===== config.mk =====
export PLATFORM = sky130hd
export DESIGN_NAME = inst_fetch_ctrl
export DESIGN_NICKNAME = d
export VERILOG_FILES = /design/src/rtl/inst_fetch_ctrl.sv
export SDC_FILE = /design/constraint.sdc
export NUM_CORES = 1
export LEC_CHECK = 0
export ABC_AREA = 1
export BUFFER_PORTS_ARGS = -buffer_cell sky130_fd_sc_hd__buf_2
export CORE_ASPECT_RATIO = 1.75
export CORE_MARGIN = 8
export CORE_UTILIZATION = 57
export DETAILED_ROUTE_END_ITERATION = 16
export PLACE_DENSITY_LB_ADDON = 0.25
export SLEW_MARGIN = 5
export SYNTH_ARGS = -nofsm -noshare
export SYNTH_HDL_FRONTEND = slang
export SYNTH_SLANG_ARGS = --single-unit

===== constraint.sdc =====
create_clock -name clock -period 3.1 [get_ports clock]
set_clock_uncertainty 0.05 [all_clocks]
set_input_delay 0.62 -clock clock [delete_from_list [all_inputs] [get_ports clock]]
set_output_delay 0.62 -clock clock [all_outputs]
set_load 0.05 [all_outputs]

===== src/rtl/inst_fetch_ctrl.sv =====
// Instruction-fetch sequencer: owns the PC, drives a synchronous-read InstMem and hands
// {pc, instruction} pairs to decode through a 2-entry buffer with valid/ready handshake.
module inst_fetch_ctrl #(
    parameter int unsigned ADDR_W   = 10,
    parameter logic [31:0] RESET_PC = 32'h0000_0000
) (
    input  logic              clock,
    input  logic              reset_n,

    output logic [ADDR_W-1:0] mem_address,
    input  logic [31:0]       mem_q,

    input  logic              redirect_valid,
    input  logic [31:0]       redirect_pc,

    output logic              inst_valid,
    input  logic              inst_ready,
    output logic [31:0]       inst_pc,
    output logic [31:0]       inst_data,

    output logic              fetch_err
);

    logic [31:0] req_pc_q, req_pc_d;
    logic        inflight_q, inflight_d;
    logic [31:0] inflight_pc_q, inflight_pc_d;

    logic [1:0]  count_q, count_d;
    logic [31:0] head_pc_q, head_pc_d;
    logic [31:0] head_data_q, head_data_d;
    logic [31:0] tail_pc_q, tail_pc_d;
    logic [31:0] tail_data_q, tail_data_d;
    logic        valid_q, valid_d;
    logic        fetch_err_q, fetch_err_d;

    logic        pop;
    logic        push;
    logic        issue;
    logic [2:0]  credit_used;

    // Issue only when the buffer can absorb everything already requested.
    always_comb begin
        pop         = valid_q & inst_ready;
        push        = inflight_q & ~redirect_valid;
        credit_used = {1'b0, count_q} + {2'b00, inflight_q} - {2'b00, pop};
        issue       = ~redirect_valid & (credit_used < 3'd2);
    end

    always_comb begin
        req_pc_d      = req_pc_q;
        inflight_d    = inflight_q;
        inflight_pc_d = inflight_pc_q;
        count_d       = count_q;
        head_pc_d     = head_pc_q;
        head_data_d   = head_data_q;
        tail_pc_d     = tail_pc_q;
        tail_data_d   = tail_data_q;
        fetch_err_d   = fetch_err_q;

        if (redirect_valid) begin
            count_d    = 2'd0;
            inflight_d = 1'b0;
            req_pc_d   = {redirect_pc[31:2], 2'b00};
            if (redirect_pc[1:0] != 2'b00) begin
                fetch_err_d = 1'b1;
            end
        end else begin
            if (issue) begin
                inflight_d    = 1'b1;
                inflight_pc_d = req_pc_q;
                req_pc_d      = req_pc_q + 32'd4;
            end else begin
                inflight_d    = 1'b0;
            end

            case ({push, pop})
                2'b10: begin
                    if (count_q == 2'd0) begin
                        head_pc_d   = inflight_pc_q;
                        head_data_d = mem_q;
                    end else begin
                        tail_pc_d   = inflight_pc_q;
                        tail_data_d = mem_q;
                    end
                    count_d = count_q + 2'd1;
                end
                2'b01: begin
                    head_pc_d   = tail_pc_q;
                    head_data_d = tail_data_q;
                    count_d     = count_q - 2'd1;
                end
                2'b11: begin
                    if (count_q == 2'd1) begin
                        head_pc_d   = inflight_pc_q;
                        head_data_d = mem_q;
                    end else begin
                        head_pc_d   = tail_pc_q;
                        head_data_d = tail_data_q;
                        tail_pc_d   = inflight_pc_q;
                        tail_data_d = mem_q;
                    end
                end
                default: begin
                end
            endcase
        end

        valid_d = (count_d != 2'd0);
    end

    always_ff @(posedge clock) begin
        if (!reset_n) begin
            req_pc_q      <= RESET_PC;
            inflight_q    <= 1'b0;
            inflight_pc_q <= 32'd0;
            count_q       <= 2'd0;
            head_pc_q     <= 32'd0;
            head_data_q   <= 32'd0;
            tail_pc_q     <= 32'd0;
            tail_data_q   <= 32'd0;
            valid_q       <= 1'b0;
            fetch_err_q   <= 1'b0;
        end else begin
            req_pc_q      <= req_pc_d;
            inflight_q    <= inflight_d;
            inflight_pc_q <= inflight_pc_d;
            count_q       <= count_d;
            head_pc_q     <= head_pc_d;
            head_data_q   <= head_data_d;
            tail_pc_q     <= tail_pc_d;
            tail_data_q   <= tail_data_d;
            valid_q       <= valid_d;
            fetch_err_q   <= fetch_err_d;
        end
    end

    assign mem_address = req_pc_q[ADDR_W+1:2];
    assign inst_valid  = valid_q;
    assign inst_pc     = head_pc_q;
    assign inst_data   = head_data_q;
    assign fetch_err   = fetch_err_q;

`ifndef SYNTHESIS
    a_no_overflow: assert property (@(posedge clock) disable iff (!reset_n)
        !(push && !pop && count_q == 2'd2));
`endif

endmodule


Yosys cells after proc, flatten, opt, wreduce, memory -nomap -nowiden
Index checks and enable logic that the tools add are counted.
{"block": "op_classes", "bitwise_logic": 5, "n_lt_le_gt_ge": 1, "reduce_logical": 11, "eq_ne": 7, "n_mux": 17, "n_addsub": 5}
{"op": "32-bit two-way mux", "count": 10}
{"op": "32-bit case mux with 3 select lines", "count": 2}
{"op": "32-bit case mux with 2 select lines", "count": 2}
{"op": "32-bit by 3-bit adder with 32-bit output, second input constant", "count": 1}
{"op": "2-bit nonzero test", "count": 4}
{"op": "2-bit != test, second input constant", "count": 3}
{"op": "2-bit by 1-bit == test with 1-bit output, second input constant", "count": 2}
{"op": "2-bit == test, second input constant", "count": 2}
{"op": "2-bit case mux with 2 select lines", "count": 1}
{"op": "2-bit AND reduction", "count": 2}
{"op": "4-bit AND reduction", "count": 1}
{"op": "2-bit by 1-bit adder with 3-bit output", "count": 1}
{"op": "1-bit bitwise AND", "count": 3}
{"op": "3-bit by 2-bit < comparator with 1-bit output, second input constant", "count": 1}
{"op": "3-bit AND reduction", "count": 1}
{"op": "3-bit nonzero test", "count": 1}
{"op": "3-bit by 1-bit subtractor with 3-bit output", "count": 1}
{"op": "2-bit by 1-bit adder with 2-bit output, second input constant", "count": 1}
{"op": "2-bit zero test", "count": 1}
{"op": "2-bit two-way mux", "count": 1}
{"op": "1-bit NOT", "count": 2}
{"op": "2-bit OR reduction", "count": 1}
{"op": "2-bit by 1-bit subtractor with 2-bit output, second input constant", "count": 1}
{"op": "1-bit two-way mux", "count": 1}
{"block": "totals", "ff_bits": 197, "input_bits": 68, "out_inout_bits": 76}

Depth between registers and ports, before layout
Gate-level depths: netlist of run 1.
{"block": "depth", "word_depth": 6, "ltp_mapped": 15, "mapped_depth_nobuf": 14}

Least setup slack after synthesis of run 1
No wires, ideal clock.
{"block": "synth_path", "kind": "register to register", "from": "register valid_q, in the netlist inst_valid", "to": "register inflight_pc_q[10]", "slack_ns": 0.201, "required_time_ns": 2.931, "path_stages_with_launch": 11, "arrival_time_ns": 2.729, "setup_ns": 0.119, "n_path_buf": 2, "cell_sequence": "dfxtp_1 -> nand2_2 -> inv_1 -> ha_1 -> or2_2 -> fa_1 -> nand4_4 -> inv_2 -> buf_2 -> buf_2 -> a21oi_1"}
{"block": "synth_between", "elab_chain_len": 5}
{"item": "start, declared", "line": "33", "text": "logic valid_q, valid_d;"}
{"item": "start signal, assigned", "line": "132", "text": "valid_q <= valid_d;"}
{"item": "1-bit bitwise AND", "line": "43", "text": "pop = valid_q & inst_ready;"}
{"item": "3-bit by 1-bit subtractor with 3-bit output", "line": "45", "text": "credit_used = {1'b0, count_q} + {2'b00, inflight_q} - {2'b00, pop};"}
{"item": "3-bit by 2-bit < comparator with 1-bit output", "line": "46", "text": "issue = ~redirect_valid & (credit_used < 3'd2);"}
{"item": "1-bit bitwise AND", "line": "46"}
{"item": "2-bit AND reduction (no line)"}
{"item": "end signal, assigned", "line": "126", "text": "inflight_pc_q <= inflight_pc_d;"}
{"item": "end, declared", "line": "26", "text": "logic [31:0] inflight_pc_q, inflight_pc_d;"}
No other way between the ends.
A chain may end at the register's enable or synchronous reset.

Worst setup path in the final report of run 1
{"block": "layout_path", "from": "register count_q[0]", "to": "register req_pc_q[11]"}
{"block": "layout_between", "elab_chain_len": 5}
{"item": "start, declared", "line": "28", "text": "logic [1:0] count_q, count_d;"}
{"item": "start signal, assigned", "line": "127", "text": "count_q <= count_d;"}
{"item": "2-bit by 1-bit adder with 3-bit output", "line": "45"}
{"item": "3-bit by 1-bit subtractor with 3-bit output", "line": "45"}
{"item": "3-bit by 2-bit < comparator with 1-bit output", "line": "46"}
{"item": "1-bit bitwise AND", "line": "46"}
{"item": "2-bit nonzero test (no line)"}
{"item": "end signal, assigned", "line": "124", "text": "req_pc_q <= req_pc_d;"}
{"item": "end, declared", "line": "24", "text": "logic [31:0] req_pc_q, req_pc_d;"}
No other way between the ends.

==> results of run 1 <==
## cells by family after synthesis
group | Yosys count | share of synthesized area
XOR/XNOR | 8 | 0.007827
buffers and inverters | 269 | 0.1395
other | 1 | 0.0004189
AO/OA/AOI/OAI | 320 | 0.1824
flip-flops | 189 | 0.4227
adder cells (fa/ha/maj) | 5 | 0.007828
AND/OR/NAND/NOR | 533 | 0.2393
## flip-flops by register name, summed over array words and instances (netlist names)
signal / flops
req_pc_q: 30
count_q: 2
inst_valid: 1
fetch_err: 1
inflight_pc_q: 30
tail_data_q: 32
inst_pc: 30
inflight_q: 1
inst_data: 32
tail_pc_q: 30
## worst paths after layout
path | slack [ns] | from | end
worst max register to register | 0.37 | count_q[0] | req_pc_q[11]
worst max-delay path | 0.37 | count_q[0] | req_pc_q[11]
worst min register to register | 0.40 | tail_pc_q[12] | tail_pc_q[12]
worst min-delay path | 0.39 | mem_q[30] | tail_data_q[30]
## layout make-up
type / count / area, sq um / share of cell area
Timing Repair Buffer: 156 / 855.8 / 0.08495
Clock inverter: 14 / 152.6 / 0.01515
Inverter: 185 / 698.2 / 0.06930
Multi-Input combinational cell: 868 / 3923 / 0.3893
Tap cell: 186 / 232.7 / 0.02310
Clock buffer: 18 / 429.2 / 0.04260
Sequential cell: 189 / 3784 / 0.3756
## worst reg2reg max path: stages (launching register included)
cell,delay [ns]
dfxtp_1,0.36
inv_1,0.09
ha_1,0.28
or2_2,0.30
fa_1,0.59
nand3_2,0.23
nor3_4,0.32
inv_1,0.21
o21ai_0,0.22
## power by group through the flow
stage | clock network (mW) | logic, mW | registers, mW
after floorplan | 0 | 0.641 | 2.97
after global placement | 0 | 1.09 | 2.76
after detailed placement | 0 | 1.11 | 2.77
after CTS | 2.17 | 1.11 | 2.71
after global routing | 2.27 | 1.23 | 2.73
final | 2.11 | 1.11 | 2.71
## routing by layer
| metal | global-route usage | up-vias | share of wire | routed length, um |
|---|---|---|---|---|
| met2 | 0.3793 | 220 | 0.51 | 11200 |
| met4 | 0.08370 | 0 | 0.028 | 612 |
| li1 | - | 4304 | - | - |
| met5 | 0 | - | 0 | 0 |
| met1 | 0.2407 | 3611 | 0.41 | 9019 |
| met3 | 0.04158 | 40 | 0.045 | 970 |
## cells in the final DEF (no fill, tap or decap), types with 5 or more instances in the layout
cell type and instances:
clkbuf_16 17, o21ai_1 107, clkinv_4 5, dfxtp_1 189, o21ai_0 127, nor2_1 240, nand3_1 29, buf_4 12
a21oi_1 76, inv_2 6, inv_1 177, nand2_1 245, buf_2 141
## stage by stage
stage                     instances  power, mW  hold slack [ns]  cell area, sq um    util
after floorplan                1326      3.616           0.3745              8955       -
after global placement         1584      3.852           0.3830              9493  0.6168
after detailed placement       1584      3.872           0.3877              9493  0.6168
after CTS                      1616      5.994           0.3762             10070  0.6546
after global routing           1616      6.234           0.3874             10070  0.6546
final                          1616      5.928           0.3936             10070  0.6546
==> flow_summary.toml, run 1 <==
[status]
status = "complete, no violations"

[grt]
antenna_found_initial = 0
grt_use_total = 0.2124
grt_pass1_wl_um = 36110
grt_overflow = 0
first_global_vias = 7551
grt_max_degree = 80

[route]
via_per_inst = 5.059
drtIter0Drc = 437
vias = 8175
routedWlPerCell_um = 13.49
totalWireLength_um = 21800
drt_first_pass_iters = 5
postRouteAntennaNets = 0
drc_errors = 0

[placement]
gp_congestion = 0.9428
place_ws_ns = 0.03152
place_hpwl_um = 15160
port_buffers = 141

[clocking]
cts_root_buffer = "clkbuf_16"
clk_pin_slew_ns = 0.08
cts-resized-gates = 0
h-tree-depth = 4
cts_made_buffers = 17
clkSinkCount = 189
clk_latency_ns = 0.42
cts_setup_buffers = 0
cts_tree = "yes"
clock_path_buffers = 2
ctsHoldBuffers = 0

[critical_path]
worst-r2r-cell-count = 8
slowest_stage = "fa_1"
slowest_delay_ns = 0.59
critPathMostFrequentCell = "inv_1"
startpoint_type = "flip-flop"
crit_buf_inv = 2
worst-path-stages = 8
crit_family = "adder cells"
crit_type = "reg -> reg"
worstPathRequired_ns = 3.39
critical_path_peak_fanout = 8
worstPathArrival_ns = 3.02
cp-end-kind = "flip-flop"
path_cells = "inv_1 -> ha_1 -> or2_2 -> fa_1 -> nand3_2 -> nor3_4 -> inv_1 -> o21ai_0"

[logic_synthesis]
syn_area_per_cell_sq_um = 6.756
synth_common_cells = "nand2_1 (245), nor2_1 (240), dfxtp_1 (189)"
yosysSeqAreaShare = 0.4227
syn_area_sq_mm = 0.008951
synthFlopType = "dfxtp_1"
synth_edf_count = 0
yosys.area.top_type = "dfxtp_1"
synthCells = 1325
synthTopCellsByArea = "dfxtp_1 (42%), nand2_1 (10%), nor2_1 (10%)"
ys_async_sr_fraction = 0
synth_cell_types = 37
yosysTopAreaCellShare = 0.4227
synth.most_common_cell = "nand2_1"
yosys_warnings = 0
ys_ff_latch = 189

[sta]
layout_setup_ws_ns = 0.3718
timing.final.crit_share = 0.8801
setup_violations = 0
worst_pin_slew_ns = 0.7040
hold_violations = 0
maxSlewHeadroom = 0.5307
fmax_mhz = 366.5
fin_crit_ns = 2.728
rsz0062_at_grt = "false"
final_max_slew_viol_count = 0
fin_tns_setup_ns = 0

[layout]
area_growth_pct = 12.55
nets = 1490
diodes = 0
nFillCells = 1451
drive_gt1_frac = 0.1455

[flow_run]
cap_violations = 0

[floorplan]
start_util = 0.5816
core_area_sq_mm = 0.01539
die_h_um = 181.8
io_pins = 144
fp.dieW_um = 110.7
rows = 60
dieArea_sq_mm = 0.02013

[power]
pwr-share-comb = 0.186
p_per_area_mw_per_mm2 = 588.4
intPower_mw = 3.991
power.share.switching = 0.3268
p_leak_nw = 4.882
vdd_drop_max_mv = 0.3655
seqPwrFrac = 0.457
net-switching-power_mw = 1.937
clockPowerShare = 0.356

[min_path]
hp-class = "in -> reg"
whs_path_depth = 3
No activity file was read; power rests on OpenSTA's default activity.
==> run 2, diff against run 1 <==
--- a/config.mk
+++ b/config.mk
@@ -12,7 +12,9 @@
 export CORE_UTILIZATION = 57
 export DETAILED_ROUTE_END_ITERATION = 16
 export PLACE_DENSITY_LB_ADDON = 0.25
+export REMOVE_ABC_BUFFERS = 1
 export SLEW_MARGIN = 5
 export SYNTH_ARGS = -nofsm -noshare
 export SYNTH_HDL_FRONTEND = slang
 export SYNTH_SLANG_ARGS = --single-unit
+export TNS_END_PERCENT = 30
==> run 2 against run 1 <==
  * Largest cell class unchanged
  * Flip-flop and latch count stayed put
  * Critical endpoint is now req_pc_q[30]
  * Via count grew 0.70%
  * Utilization increased by 0.55 points
  * Die area unchanged
  * Largest power group unchanged
  * Cell count rose by 0.50%
  * Sequential share of layout area is 0.31 points lower
  * Non-clock buffer count grew 8
==> flow_summary.toml, run 2 (synthesized netlist as in run 1, its figures left out) <==
[status]
status = "complete, no violations"

[min_path]
hp-class = "in -> reg"
whs_path_depth = 3
hold_end = "tail_data_q[31]"
worstHoldStart = "mem_q[31]"

[sta]
fin_tns_setup_ns = 0
worst_pin_slew_ns = 1.058
final_max_slew_viol_count = 0
timing.final.crit_share = 0.8243
rsz0062_at_grt = "false"
layout_setup_ws_ns = 0.5448
fin_crit_ns = 2.555
hold_violations = 0
maxSlewHeadroom = 0.2945
fmax_mhz = 391.4
setup_violations = 0

[layout]
diodes = 0
final_cell_area_sq_mm = 0.01016
fin_util = 0.6602
area_growth_pct = 13.50
final_common_cell = "nand2_1"
final_cell_mix = "nand2_1 (245), nor2_1 (240), dfxtp_1 (189), inv_1 (177), buf_2 (141)"
nets = 1498
drive_gt1_frac = 0.1502

[floorplan]
io_pins = 144
rows = 60
dieArea_sq_mm = 0.02013
die_h_um = 181.8
core_area_sq_mm = 0.01539
start_util = 0.5816
fp.dieW_um = 110.7

[clocking]
clk_pin_slew_ns = 0.08
cts_tree = "yes"
clk_latency_ns = 0.43
cts-resized-gates = 0
cts_made_buffers = 17
cts_setup_buffers = 0
clkSinkCount = 189
h-tree-depth = 4
cts_root_buffer = "clkbuf_16"
clock_path_buffers = 2
ctsHoldBuffers = 0

[placement]
gp_congestion = 0.9667
port_buffers = 141
place_ws_ns = 0.1885
postPlaceCellArea_sq_mm = 0.009565
place_hpwl_um = 16000

[grt]
grt_use_total = 0.2225
grt_overflow = 0
grt_max_degree = 111
grt_pass1_wl_um = 37780
antenna_found_initial = 0
first_global_vias = 7995

[route]
drtIter0Drc = 443
drc_errors = 0
postRouteAntennaNets = 0
via_per_inst = 5.069
totalWireLength_um = 22410
wirelength_met1_um = 9220
highest_layer = "met4"
drt_first_pass_iters = 5
wl_met2_um = 11550
met3_wirelength_um = 947
vias = 8232
routedWlPerCell_um = 13.80

[critical_path]
r2r-start = "count_q[0]"
ff2ff_setup_slack_ns = 0.54
worst-r2r-cell-count = 12
r2r_end = "req_pc_q[30]"
path_cells = "inv_1 -> ha_1 -> or2_2 -> fa_1 -> nand3_2 -> buf_4 -> nand3_1 -> nand2_1 -> inv_1 -> nand2_1 -> nor2_1 -> nor2_1"
critical_path_peak_fanout = 12
slowest_delay_ns = 0.57
slowest_stage = "fa_1"
worstPathArrival_ns = 2.82
cp-end-kind = "flip-flop"
crit_type = "reg -> reg"
startpoint_type = "flip-flop"
worstPathRequired_ns = 3.36

[power]
vdd_drop_max_mv = 0.3877
p_per_area_mw_per_mm2 = 594.6
finalPower_mw = 6.041
p_leak_nw = 4.937

[flow_run]
cap_violations = 0
==> run 2: how the worst max path moves through the flow <==
stage / from / endpoint / cells after the start
finish: count_q[0] / req_pc_q[30] / 12
global route: count_q[0] / req_pc_q[16] / 12
CTS: count_q[0] / req_pc_q[30] / 12
detailed placement: inst_ready / req_pc_q[30] / 14
global placement: inst_ready / req_pc_q[21] / 14
floorplan: inst_valid / req_pc_q[21] / 11
==> run 2: metal layers <==
layer / global-route usage / vias to the layer above
met5: 0 / -
met4: 0.1016 / 0
met1: 0.2421 / 3671
li1: - / 4319
met3: 0.04455 / 39
met2: 0.4025 / 203
==> run 2: power by group <==
part	leakage [nW]	internal (mW)	switching, mW
logic	3.10	0.333	0.801
registers	1.54	2.59	0.111
clock network	0.293	1.16	1.05
total	4.94	4.08	1.96
==> run 2: worst max-delay path, delay by kind of cell (launching register included) <==
family	cells	cell delay (ns)
fa+ha+maj	2	0.85
buf+inv	3	0.37
flops	1	0.36
simple gates	7	0.79
==> run 2: area by class of cell <==
type	instances	area [sq um]
sequential	189	3784
multi-input combinational	868	3923
timing repair buffer	164	928.4
fill	1453	5230
tap	186	232.7
clock inverter	14	165.2
inverter	185	698.2
clock buffer	18	429.2
==> run 2: stage by stage <==
step	instances	hold WS, ns
floorplan	1242	0.3739
global placement	1592	0.3834
detailed placement	1592	0.3886
CTS	1624	0.3757
global route	1624	0.4086
finish	1624	0.3840
